`src/rtl/rvc_fetch_align.sv`:
```
// Instruction fetch and halfword realignment buffer feeding the decode stage.
// Compressed (RVC) instruction support is compiled in when RVC_FETCH_EN is defined.
module rvc_fetch_align #(
    parameter logic [31:0] RESET_PC = 32'h0000_0000,
    parameter int          BUF_HW   = 4
) (
    input  logic        clk_sc,
    input  logic        reset,
    output logic        fetch_req,
    output logic [31:0] fetch_addr,
    input  logic        fetch_gnt,
    input  logic        fetch_rvalid,
    input  logic [31:0] fetch_rdata,
    input  logic        redirect_valid,
    input  logic [31:0] redirect_pc,
    output logic        instr_valid,
    input  logic        instr_ready,
    output logic [31:0] instr_out,
    output logic [31:0] instr_pc,
    output logic        instr_is_c,
    output logic        instr_err
);

    localparam int BW = 16 * BUF_HW;

    // Slot 0 (bits 15:0) is the oldest halfword; slots at or above count are kept zero.
    logic [BW-1:0] buf_q, buf_d, shifted;
    logic [2:0]    count_q, count_d, base;
    logic [1:0]    pop_hw, app_hw;
    logic          outstanding_q, outstanding_d;
    logic          discard_q, discard_d;
    logic          skip_q, skip_d;
    logic          req_d;
    logic [31:0]   addr_d, pc_d, app_data;
    logic [15:0]   head_lo, head_hi;
    logic          head_is_32, pop, gnt_now, rsp_now, append;

    assign head_lo = buf_q[15:0];
    assign head_hi = buf_q[31:16];

`ifdef RVC_FETCH_EN
    assign head_is_32 = (head_lo[1:0] == 2'b11);
    assign instr_err  = 1'b0;
`else
    logic err_pend_q, err_pend_d;

    assign head_is_32 = 1'b1;
    assign instr_err  = instr_valid && ((head_lo[1:0] != 2'b11) || err_pend_q);
`endif

    assign instr_valid = head_is_32 ? (count_q >= 3'd2) : (count_q >= 3'd1);
    assign instr_is_c  = instr_valid && !head_is_32;
    assign instr_out   = !instr_valid ? 32'h0 :
                         head_is_32   ? {head_hi, head_lo} : {16'h0, head_lo};

    always_comb begin
        pop      = instr_valid && instr_ready && !redirect_valid;
        pop_hw   = pop ? (head_is_32 ? 2'd2 : 2'd1) : 2'd0;
        gnt_now  = fetch_req && fetch_gnt;
        rsp_now  = outstanding_q && fetch_rvalid;
        append   = rsp_now && !discard_q && !redirect_valid;
        app_hw   = append ? (skip_q ? 2'd1 : 2'd2) : 2'd0;
        app_data = skip_q ? {16'h0, fetch_rdata[31:16]} : fetch_rdata;
        base     = count_q - {1'b0, pop_hw};
        shifted  = buf_q >> {pop_hw, 4'b0000};
        buf_d    = shifted;
        if (append)
            buf_d = shifted | ({{(BW-32){1'b0}}, app_data} << {base, 4'b0000});
        count_d  = base + {1'b0, app_hw};

        // A response still in flight after a redirect belongs to the old stream.
        outstanding_d = gnt_now || (outstanding_q && !rsp_now);
        discard_d     = discard_q && !rsp_now;
        skip_d        = append ? 1'b0 : skip_q;
        addr_d        = gnt_now ? fetch_addr + 32'd4 : fetch_addr;
        pc_d          = instr_pc + {29'd0, pop_hw, 1'b0};

        if (redirect_valid) begin
            buf_d     = '0;
            count_d   = 3'd0;
            discard_d = outstanding_d;
            skip_d    = redirect_pc[1];
            addr_d    = {redirect_pc[31:2], 2'b00};
            pc_d      = redirect_pc;
        end

        req_d = !outstanding_d && (count_d <= 3'd2);
    end

`ifndef RVC_FETCH_EN
    // Without RVC a halfword-odd target cannot be a legal instruction start.
    always_comb begin
        err_pend_d = err_pend_q;
        if (redirect_valid)
            err_pend_d = redirect_pc[1];
        else if (pop)
            err_pend_d = 1'b0;
    end

    always_ff @(posedge clk_sc or posedge reset) begin
        if (reset)
            err_pend_q <= RESET_PC[1];
        else
            err_pend_q <= err_pend_d;
    end
`endif

    always_ff @(posedge clk_sc or posedge reset) begin
        if (reset) begin
            buf_q         <= '0;
            count_q       <= 3'd0;
            outstanding_q <= 1'b0;
            discard_q     <= 1'b0;
            skip_q        <= RESET_PC[1];
            fetch_req     <= 1'b0;
            fetch_addr    <= {RESET_PC[31:2], 2'b00};
            instr_pc      <= RESET_PC;
        end else begin
            buf_q         <= buf_d;
            count_q       <= count_d;
            outstanding_q <= outstanding_d;
            discard_q     <= discard_d;
            skip_q        <= skip_d;
            fetch_req     <= req_d;
            fetch_addr    <= addr_d;
            instr_pc      <= pc_d;
        end
    end

endmodule
```
`config.mk`:
```
export PLATFORM = sky130hd
export DESIGN_NAME = rvc_fetch_align
export DESIGN_NICKNAME = d
export VERILOG_FILES = /design/src/rtl/rvc_fetch_align.sv
export SDC_FILE = /design/constraint.sdc
export NUM_CORES = 1
export LEC_CHECK = 0
export ABC_CLOCK_PERIOD_IN_PS = 12600
export CORE_MARGIN = 5
export CORE_UTILIZATION = 46
export CTS_CLUSTER_DIAMETER = 120
export DETAILED_ROUTE_END_ITERATION = 12
export PLACE_DENSITY_LB_ADDON = 0.3
export SETUP_SLACK_MARGIN = 0.05
export SYNTH_ARGS = -nofsm -noshare
export SYNTH_HDL_FRONTEND = slang
export SYNTH_SLANG_ARGS = --single-unit
export TNS_END_PERCENT = 50
```
`constraint.sdc`:
```
create_clock -name clk_sc -period 12.6 [get_ports clk_sc]
set_input_delay 1.26 -clock clk_sc [delete_from_list [all_inputs] [get_ports clk_sc]]
set_output_delay 1.26 -clock clk_sc [all_outputs]
set_load 0.02 [all_outputs]
```
# == Word level (Yosys, flattened, before mapping) ==
# Cells that the tools add are included.
# totals
ff_bits,136
latch_bits,0
ramBits,0
romBits,0
out_inout_bits,100
memories,0
# classes
n_addsub,4
multipliers,0
n_div,0
n_lt_le_gt_ge,2
eq_ne,1
n_shift,2
n_mux,16
n_bitwise,1
n_reduce_logical,19
# op_table
cell,count
32-bit two-way mux,5
64-bit two-way mux,2
64-bit OR,1
32-bit by 7-bit << shifter with 64-bit output,1
64-bit by 6-bit >> shifter with 64-bit output,1
32-bit by 3-bit adder with 32-bit output,1
32-bit by 3-bit adder with 32-bit output (second input constant),1
1-bit logical AND,10
2-bit two-way mux,3
2-bit nonzero test,3
1-bit two-way mux,5
1-bit zero test,4
3-bit by 2-bit adder with 3-bit output,1
3-bit by 2-bit >= comparator with 1-bit output (second input constant),1
3-bit by 2-bit <= comparator with 1-bit output (second input constant),1
3-bit two-way mux,1
3-bit by 2-bit subtractor with 3-bit output,1
1-bit logical OR,2
2-bit inequality test (second input constant),1

# == Logic depth before layout (Yosys ltp) ==
# Gate-level depths: netlist of the first run.
# logic_depth
ltp_word,9
depth_mapped,15

# == Worst setup path before layout of the first run ==
# No wires, ideal clock.
# synth_timing
kind,in2reg
startpoint,input redirect_valid
endpoint,register instr_pc[18]
setup_time_ns,0.082
arrival_ns,3.938
required_ns,12.518
path_slack_ns,8.580
path_stages,13
path_cell_list,clkbuf_1 > buf_1 > buf_1 > clkbuf_1 > nor2_1 > ha_1 > ha_1 > and3_1 > clkbuf_1 > nand2_1 > clkbuf_1 > o21ai_0 > a31oi_1
# synth_between
elab_chain_cells,5
# synth_lines
item,line_no,source
start: declaration,14,"input logic redirect_valid,"
1-bit zero test,57,pop = instr_valid && instr_ready && !redirect_valid;
1-bit logical AND,57,
2-bit two-way mux,58,pop_hw = pop ? (head_is_32 ? 2'd2 : 2'd1) : 2'd0;
32-bit by 3-bit adder with 32-bit output,76,"pc_d = instr_pc + {29'd0, pop_hw, 1'b0};"
32-bit two-way mux *,78,if (redirect_valid) begin
named net pc_d[18],34,"logic [31:0] addr_d, pc_d, app_data;"
end signal: assignment,126,instr_pc <= pc_d;
end: declaration,19,"output logic [31:0] instr_pc,"
# The timed path passes the listed nets; every way through them passes the cells marked *.
# A chain may end at the register's enable or synchronous reset.

# == Worst setup path after layout of the first run ==
# layout_timing
startpoint,input instr_ready
endpoint,register instr_pc[26]
# layout_between
elab_chain_cells,5
# layout_lines
item,line_no,source
start: declaration,17,"input logic instr_ready,"
1-bit logical AND (2 in series),57,
2-bit two-way mux,58,
32-bit by 3-bit adder with 32-bit output,76,
32-bit two-way mux,78,
named net pc_d[26],34,
# The timed path passes the listed nets, and every way through them passes these cells.

==> results.md, run 1 <==
* Post-Synth Adder-Cell Area at between 1 and 1.5%
* Final WS setup at ~8600 ps
* Fraction of layout cells with a size suffix above 1 at 11.1%
* # port buffers at between 150 and 200
* Most used DFF post-synth: dfrtp_1
* Max_cap viols at 0
* Via count at between 6,000 and 7,000
* Worst Hold Launch: instr_pc[0]
* Simple-gate share of the synthesized area at a little over a fifth
* Die area at between 15,000 and 20,000 um^2
* Clock transition at path regs at roughly 60 ps
* DRT antenna net count at 0
* Most used cell, CP: ha_1
* DRC Markers at 0
* Slew Limit Fails at 0
* Slew HR at 27.4%
* Starting Density at between 40% and 50%
* I/O pins at 170
* FF-to-FF setup slack at around 9100 ps
* Area of the mapped netlist at 7580 um^2
* Synthesized flop and latch total at around 130
* Root Buffer: clkbuf_16
* Crit path launch type: input pin
* Vias in the first global route at around 6,700
* Initial drt markers at around 640
* Crit Path Class: input pin to register
* WL final at between 20,000 and 25,000 um
* Max incr delay on CP at 620 ps
* XOR/XNOR Fraction of Synth Area at under 10%
* Clk Latency, worst-skew pair at between 400 and 500 ps
* Global-route wire length before repair at approximately 36,000 um
* CTS Buf Count at 17
* Distinct cells, synth at 57
* Worst Path Required at between 10,000 and 15,000 ps
* Number of setup buffers added after CTS at 0
* Endpoints failing setup at 0
* Die X at about 140 um
* GR Overflow Total at 0
* Hold Path Sink: instr_pc[0]
* Status: completed
* Min Tclk post-route at approximately 4000 ps
* Gp weighted congestion at 0.886
* Critical path peak fanout at 65
* Number of levels in the clock H-tree at 4
* Syn Inst Count at about 800
* Site row count at 47
* CP arrival at ~4300 ps
* Core area at around 16,000 um^2
* PD cells at about 120 nW/um^2
* Cells resized by post-CTS repair at 0
* WP buf/inv at 2
* Async SR Flop Fraction at 100%
* Max Clock Freq at around 250 MHz
* Least-Margin Pin Slew at about 1100 ps
* WL per Instance at 18.8 um
* Nets at 1,007
* Post-synthesis sequential area ratio at ~44%
* Hold depth at 1
* CP top delay family: simple AND/OR/NAND/NOR gates
* Crit path capture type: register
* First-pass DRT Iterations at 7
* Number of diodes at 0
* Number of flops mapped to enable cells by yosys at 0
* Initial antenna violation count at 0
* Area grow syn2layout at 31.4%
* Crit path max-delay cell type: or4_1
* Setup_tns at 0 ps
* Clock Skews at roughly 7.6 ps
* CTS sink count at 134
* # hold bufs at CTS at 0
* Tot GR Track Use at between 20% and 30%
* Reg2reg end: instr_pc[26]
* Post-synthesis compound-gate area fraction at about 17%
* Drt via density at roughly 5.9
* Worst r2r src: count_q[2]
* Final Hold Vio Count at 0
* Final worst-path cycle share at about a third
* Mux cell area share after synthesis at roughly 9.7%
* Worst hold-check path type: register to register
* Die height at approximately 140 um
* Largest family of logic cells by synthesized area: simple AND/OR/NAND/NOR gates
* Cells on worst reg2reg path at 12
* DPL Wire Length at ~15,000 um
* CTS tree: done
* Max clock buf depth at 2
* RSZ-0062 raised after global routing: false
* Synth warnings at 0
* Max VDD drop at 0.0955 mV
* Setup slack at placement at 8240 ps
* Largest net degree at the start of global routing at 78
* Leak at around 3.9 nW
* Mean cell area of the mapped netlist at 9.51 um^2
* Worst-path cell chain: clkdlybuf4s50_1 -> nand2_2 -> buf_4 -> nor2_1 -> ha_1 -> ha_1 -> and3_1 -> nand2_1 -> or4_1 -> a31oi_1
==> power by group <==
group	switching, mW	internal, mW	total [mW]	leakage, nW
Clock	0.191	0.316	0.507	0.274
Sequential	0.0377	0.459	0.496	1.70
Combinational	0.131	0.106	0.238	1.88
==> registers in the layout, summed over array words and instances, names as in the netlist <==
register	flops
buf_q	64
fetch_addr	30
count_q	3
err_pend_q	1
skip_q	1
fetch_req	1
discard_q	1
instr_pc	32
outstanding_q	1
==> synth_stat cells (3+ instances only) <==
| library cell | number | area [um^2] |
|---|---|---|
| dfrtp_1 | 134 | 3350 |
| nand2_1 | 94 | 353 |
| nor2_1 | 50 | 188 |
| mux2_2 | 49 | 552 |
| clkbuf_1 | 45 | 169 |
| and2_1 | 36 | 225 |
| a31oi_1 | 35 | 219 |
| a22oi_1 | 32 | 240 |
| nand4_1 | 23 | 144 |
| a21oi_1 | 21 | 105 |
| nor3_1 | 20 | 100 |
| inv_1 | 18 | 67.6 |
| mux2i_1 | 18 | 180 |
| nand3_1 | 18 | 90.1 |
| a32o_1 | 16 | 160 |
| o2bb2ai_1 | 16 | 140 |
| o21ai_0 | 13 | 65.1 |
| o31ai_1 | 13 | 97.6 |
| and4_1 | 12 | 105 |
| xnor2_1 | 12 | 105 |
| nor4_1 | 11 | 68.8 |
| or4_1 | 11 | 82.6 |
| and3_1 | 9 | 56.3 |
| buf_2 | 9 | 45.0 |
| xor2_1 | 9 | 78.8 |
| buf_1 | 8 | 30.0 |
| nor2b_1 | 8 | 50.1 |
| a311oi_1 | 7 | 61.3 |
| a211oi_1 | 6 | 45.0 |
| ha_1 | 5 | 62.6 |
| a31o_2 | 3 | 26.3 |
| buf_4 | 3 | 22.5 |
| or3_1 | 3 | 18.8 |
==> cell type report <==
type,count,area [um^2]
flip-flops and latches,134,3350
clock inverters,12,154
clock buffers,20,447
multi-input cells,582,3910
repair buffers,178,1750
fillers,1425,6380
well taps,220,275
inverters,18,72.6
==> through the flow <==
step / hold WS, ps / cell area (um^2) / total power, mW / cells / util (%)
6_report: 521 / 9960 / 1.24 / 1164 / 60.9
5_1_grt: 533 / 9960 / 1.29 / 1164 / 60.9
4_1_cts: 522 / 9960 / 1.25 / 1164 / 60.9
3_5_place_dp: 500 / 9360 / 0.740 / 1132 / 57.3
3_3_place_gp: 495 / 9360 / 0.736 / 1132 / 57.3
2_1_floorplan: 494 / 7590 / 0.631 / 799 / -
==> layout by cell type, fill, tap and decap left out, drive strengths merged, types with 12 or more instances in the layout <==
| master | count |
|---|---|
| a21oi | 21 |
| a22oi | 32 |
| a31oi | 35 |
| a32o | 16 |
| and2 | 36 |
| and4 | 12 |
| buf | 13 |
| clkbuf | 20 |
| clkdlybuf4s50 | 165 |
| dfrtp | 134 |
| inv | 18 |
| mux2 | 49 |
| mux2i | 18 |
| nand2 | 94 |
| nand3 | 18 |
| nand4 | 24 |
| nor2 | 50 |
| nor3 | 20 |
| nor4 | 13 |
| o21ai | 13 |
| o2bb2ai | 16 |
| o31ai | 13 |
| or4 | 12 |
| xnor2 | 12 |
==> metal layers <==
layer / wire length (um) / track usage [%]
met4: 425 / 6.86
met2: 10200 / 35.7
met3: 1510 / 4.70
met1: 9700 / 31.2
met5: 0 / 0
==> cells by family after synthesis <==
| kind of cell | after synthesis |
|---|---|
| AO/OA/AOI/OAI | 175 |
| XOR/XNOR | 21 |
| adder cells (fa/ha/maj) | 6 |
| buffers and inverters | 83 |
| flip-flops | 134 |
| multiplexers | 67 |
| other | 1 |
| AND/OR/NAND/NOR | 310 |
==> worst max path at each step <==
stage,from,endpoint,cells past startpoint
after global placement,instr_ready,instr_pc[30],10
after global routing,instr_ready,instr_pc[28],10
final,instr_ready,instr_pc[26],10
after floorplan,reset,buf_q[0],1
after CTS,instr_ready,instr_pc[24],10
after detailed placement,instr_ready,instr_pc[20],10
Power figures use the tool's default switching activity.
==> run 2, diff against run 1 <==
--- a/config.mk
+++ b/config.mk
@@ -5,7 +5,7 @@
 export SDC_FILE = /design/constraint.sdc
 export NUM_CORES = 1
 export LEC_CHECK = 0
-export ABC_CLOCK_PERIOD_IN_PS = 12600
+export ABC_CLOCK_PERIOD_IN_PS = 3700
 export CORE_MARGIN = 5
 export CORE_UTILIZATION = 46
 export CTS_CLUSTER_DIAMETER = 120
==> constraint.sdc (replaced) <==
create_clock -name clk_sc -period 3.7 [get_ports clk_sc]
set_input_delay 0.37 -clock clk_sc [delete_from_list [all_inputs] [get_ports clk_sc]]
set_output_delay 0.37 -clock clk_sc [all_outputs]
set_load 0.02 [all_outputs]
==> run 2 against run 1 <==
Clock skew barely moved. Sequential share of layout area fell by 0.38 points. Count of clock-buffer cells in the layout rose by 2. Combinational power rose to 3.4 times the previous value. Register-to-register slack got worse by 8400 ps. Sequential cell count did not move. Non-clock buffer count rose by 5. Setup slack got worse by 7900 ps. Wire length rose by 1.6%. Power rose to 3.6 times the previous value. Core utilization rose by 0.70 points. Critical endpoint is now buf_q[16]. Largest cell class unchanged.
==> results.md, run 2 (same netlist as run 1, synthesis figures left out) <==
* CTS sink count at 134
* Crit path launch type: register
* Top reg by flops: buf_q
* Site row count at 47
* Max clock buf depth at 2
* Vias in the first global route at ~6,900
* Die height at ~140 um
* Cells resized by post-CTS repair at 0
* Clock transition at path regs at 60 ps
* Setup_tns at 0 ps
* Max reg flops at 64
* Root Buffer: clkbuf_16
* WL final at 22,200 um
* CP arrival at around 3300 ps
* WL per Instance at about 19 um
* Crit path capture type: register
* Final worst-path cycle share at between 70% and 80%
* Die X at about 140 um
* Clock Skews at 7.72 ps
* GR Overflow Total at 0
* Starting Density at between 40% and 50%
* DPL Wire Length at 15,400 um
* Wire length on met1 at approximately 10000 um
* Layout Cells excl Fill at about 1,200
* # port buffers at 166
* Clk Latency, worst-skew pair at about 430 ps
* CTS Buf Count at 17
* Core area at roughly 16,000 um^2
* Final WS setup at ~750 ps
* Status: completed
* Max Clock Freq at 339 MHz
* PD cells at 439 nW/um^2
* Worst-path cell chain: nor2_1 -> inv_1 -> nand2_2 -> nor2_1 -> ha_1 -> inv_1 -> nor3_2 -> buf_4 -> nand2_1 -> a31oi_1
* Global-route wire length before repair at ~36,000 um
* Crit path max-delay cell type: nor3_2
* Largest net degree at the start of global routing at 80
* Top Metal Used: met4
* DRC Markers at 0
* Gp weighted congestion at 0.883
* Slew HR at between 20% and 30%
* Slew Limit Fails at 0
* Met2 WL at ~10,000 um
* Initial drt markers at 507
* Least-Margin Pin Slew at 1100 ps
* FILL cells at ~1,400
* Max_cap viols at 0
* Wire length on met3 at between 1500 and 2000 um
* Via count at between 6,000 and 7,000
* Final Hold Vio Count at 0
* DRT antenna net count at 0
* Leak at between 3 and 4 nW
* Nets at around 1,000
* Number of setup buffers added after CTS at 0
* Number of diodes at 0
* Crit Path Class: register to register
* Regs by FF count: buf_q x64, instr_pc x32, fetch_addr x30
* Initial antenna violation count at 0
* Commonest non-fill, non-tap cells in the layout: 165 x clkdlybuf4s50_1, 134 x dfrtp_1, 93 x nand2_1, 50 x nor2_1, 49 x mux2_2
* CTS tree: done
* Critical path peak fanout at 17
* Worst hold-check path type: input pin to register
* Number of levels in the clock H-tree at 4
* Drt via density at between 5 and 6
* I/O pins at 170
* Min Tclk post-route at roughly 2900 ps
* Die area at between 15,000 and 20,000 um^2
* RSZ-0062 raised after global routing: false
* # hold bufs at CTS at 0
* Setup slack at placement at 565 ps
* Commonest non-fill, non-tap cell in the layout: clkdlybuf4s50_1
* Area grow syn2layout at 33.0%
* Fraction of layout cells with a size suffix above 1 at about 11%
* Dpl cells at 1,137
* Max VDD drop at between 0.3 and 0.4 mV
* Tot GR Track Use at a little under a quarter
* Max incr delay on CP at between 800 and 900 ps
* Worst Path Required at between 4000 and 5000 ps
* Endpoints failing setup at 0
* First-pass DRT Iterations at 5
==> run 2: cell types whose count changed in the layout (fill, tap and decap cells not counted), sizes merged <==
cell | before | now
clkinvlp | 6 | 1
buf | 13 | 18
clkbuf | 20 | 22
clkinv | 3 | 4
inv | 18 | 17
bufinv | 3 | 6
==> run 2: metrics by stage <==
stage               hold slack [ps]  util [%]  total power, mW  instance area (um^2)
floorplan                       494         -             2.15                  7590
detailed placement              500      57.6             2.53                  9420
finish                          349      61.6             4.43                 10100
global placement                490      57.6             2.52                  9420
global route                    365      61.6             4.59                 10100
CTS                             344      61.6             4.44                 10100
==> run 2: worst paths after layout <==
check                               startpoint       endpoint  slack [ps]  depth (start not counted)
worst min-delay path            redirect_valid  fetch_addr[5]         350                          2
max in group asynchronous                reset    instr_pc[0]        2440                          3
worst max register to register      count_q[2]      buf_q[16]         750                         10
min in group asynchronous                reset    instr_pc[2]         530                          2
worst max-delay path                count_q[2]      buf_q[16]         750                         10
worst min register to register     instr_pc[0]    instr_pc[0]         510                          1
==> run 2: routing by layer <==
layer  vias up  GRT usage [%]
met5         -              0
met4         0           7.12
met3        38           5.84
met2       268           37.1
met1      3315           30.3
li1       3226              -
==> run 2: worst max-delay path, delay by kind of cell, from the launching register on <==
family          cells  cell delay [ps]
simple gates        5             1370
fa+ha+maj           1              360
buf+inv             3              600
flops               1              390
compound gates      1              140
==> run 2: layout make-up <==
| type | count | area, um^2 | share of cell area, % |
|---|---|---|---|
| Clock buffer | 22 | 454 | 4.51 |
| Clock inverter | 10 | 200 | 1.99 |
| Inverter | 18 | 71.3 | 0.708 |
| Multi-Input combinational cell | 582 | 3910 | 38.8 |
| Sequential cell | 134 | 3350 | 33.3 |
| Tap cell | 220 | 275 | 2.73 |
| Timing Repair Buffer | 183 | 1810 | 18.0 |
==> run 2: report_power, final <==
group / switching, mW / internal (mW)
registers: 0.128 / 1.56
clock network: 0.642 / 1.28
logic: 0.450 / 0.369
total: 1.22 / 3.21
==> run 3, diff against run 2 <==
--- a/config.mk
+++ b/config.mk
@@ -5,7 +5,7 @@
 export SDC_FILE = /design/constraint.sdc
 export NUM_CORES = 1
 export LEC_CHECK = 0
-export ABC_CLOCK_PERIOD_IN_PS = 3700
+export ABC_CLOCK_PERIOD_IN_PS = 2380
 export CORE_MARGIN = 5
 export CORE_UTILIZATION = 46
 export CTS_CLUSTER_DIAMETER = 120
==> constraint.sdc (replaced) <==
create_clock -name clk_sc -period 2.38 [get_ports clk_sc]
set_input_delay 0.238 -clock clk_sc [delete_from_list [all_inputs] [get_ports clk_sc]]
set_output_delay 0.238 -clock clk_sc [all_outputs]
set_load 0.02 [all_outputs]
==> run 3 against run 2 <==
Final cell count rose by 3.0%. Final area rose by 3.4%. Via count rose by 4.2%. Clock power rose by 42%. Power rose by 52%.
==> results.md, run 3 (same netlist as run 1, synthesis figures left out) <==
* Final worst-path cycle share at between 90% and 100%
* Top reg by flops: buf_q
* CTS tree: done
* Fraction of layout cells with a size suffix above 1 at roughly 16%
* Int Power at ~4.7 mW
* Hold WS at 158 ps
* Final Hold Vio Count at 0
* Number of levels in the clock H-tree at 4
* CP arrival at between 2000 and 2500 ps
* Nets at 1,047
* Worst hold-check path type: input pin to async pin
* CTS sink count at 134
* Endpoints failing setup at 0
* Initial drt markers at ~540
* Area grow syn2layout at 37.5%
* Switching Fraction at roughly 30%
* Setup_tns at 0 ps
* Worst Path Required at between 2000 and 2500 ps
* # hold bufs at CTS at 0
* Min Tclk post-route at around 2300 ps
* Commonest non-fill, non-tap cells in the layout: 165 x clkdlybuf4s50_1, 134 x dfrtp_1, 92 x nand2_1, 49 x mux2_2, 48 x nor2_1
* WP buf/inv at 3
* Drt via density at roughly 5.9
* Tot GR Track Use at 23.6%
* Clk Latency, worst-skew pair at 420 ps
* CTS Buf Count at 17
* DRC Markers at 0
* Crit Path Class: register to output port
* WL final at between 20,000 and 25,000 um
* Slew Limit Fails at 0
* Crit path capture type: output port
* WL per Instance at 19.3 um
* Max Clock Freq at 439 MHz
* Critical path peak fanout at 34
* Worst-path cell chain: nor2_4 -> inv_2 -> buf_6 -> and2_1 -> clkdlybuf4s50_1
* Max_cap viols at 0
* Max clock buf depth at 2
* # port buffers at between 150 and 200
* Die height at around 140 um
* Gp weighted congestion at between 0.8 and 0.9
* Least-Margin Pin Slew at 833 ps
* Via count at a little over 7,000
* First-pass DRT Iterations at 5
* Psw at ~2 mW
* Die area at 19,100 um^2
* Commonest non-fill, non-tap cell in the layout: clkdlybuf4s50_1
* CP top delay family: buffers and inverters
* Slew HR at 44.5%
* Die X at around 140 um
* Max reg flops at 64
* Leak at between 4 and 5 nW
* Max VDD drop at between 0.5 and 0.6 mV
* Status: completed
* Sequential share of power at 38.8%
* GR Overflow Total at 0
* PD cells at approximately 650 nW/um^2
* Root Buffer: clkbuf_16
* Clock network power share at approximately 41%
* I/O pins at 170
* DPL Wire Length at ~16,000 um
* Comb power frac at about a fifth
* Vias in the first global route at a little under 7,000
* Clock Skews at between 7 and 8 ps
* Max incr delay on CP at 630 ps
* Site row count at 47
* Regs by FF count: buf_q x64, instr_pc x32, fetch_addr x30
* Largest net degree at the start of global routing at 76
* Clock transition at path regs at 60 ps
* RSZ-0062 raised after global routing: false
* Core area at 16,300 um^2
* Global-route wire length before repair at approximately 37,000 um
* DRT antenna net count at 0
* Starting Density at 46.4%
* Number of diodes at 0
* Crit path max-delay cell type: clkdlybuf4s50_1
* Initial antenna violation count at 0
* Crit path launch type: register
## run 3: what timing repair did
action / CTS / global route
pin swaps: 0 / 5
setup endpoints to repair: 63 / 60
cloned: 0 / 3
gates resized for setup: 6 / 16
setup buffers: 1 / 3
## run 3: metrics by stage
stage / worst slack [ps] / cell area, um^2 / util, % / power, mW / std cells
after floorplan: -691 / 7590 / - / 3.34 / 799
after global placement: -172 / 9660 / 59.1 / 3.96 / 1165
after detailed placement: -236 / 9660 / 59.1 / 3.98 / 1165
after CTS: 47.5 / 10300 / 63.0 / 6.71 / 1198
after global routing: 23.3 / 10400 / 63.7 / 6.98 / 1204
final: 100 / 10400 / 63.7 / 6.73 / 1204
## run 3: final timing paths
path	to	slack (ps)	startpoint	cells after the start
setup / recovery	instr_out[18]	100	count_q[2]	5
hold / removal	buf_q[34]	160	reset	2
setup reg to reg	instr_pc[20]	110	count_q[2]	11
hold reg to reg	instr_pc[0]	520	instr_pc[0]	1
max in group asynchronous	instr_pc[0]	1540	reset	3
min in group clk_sc	buf_q[32]	340	redirect_valid	3
## run 3: final cells by class
cell class              instances  area (um^2)
repair buffers                218         2120
clock inverters                15          180
inverters                      18         71.3
multi-input cells             582         3990
well taps                     220          275
fillers                      1377         5930
clock buffers                  17          425
flip-flops and latches        134         3350
## run 3: power groups by stage
stage,sequential (mW),combinational [mW],clock (mW)
after floorplan,2.73,0.612,0
after global placement,2.64,1.32,0
after detailed placement,2.64,1.34,0
after CTS,2.60,1.37,2.74
after global routing,2.63,1.50,2.85
final,2.61,1.40,2.72
## run 3: routing by layer
metal | track usage (%) | routed length, um | vias to the layer above
met4 | 6.66 | 296 | 0
met1 | 32.1 | 10100 | 3517
met3 | 5.28 | 1520 | 23
li1 | - | - | 3314
met2 | 38.0 | 11300 | 280
met5 | 0 | 0 | -
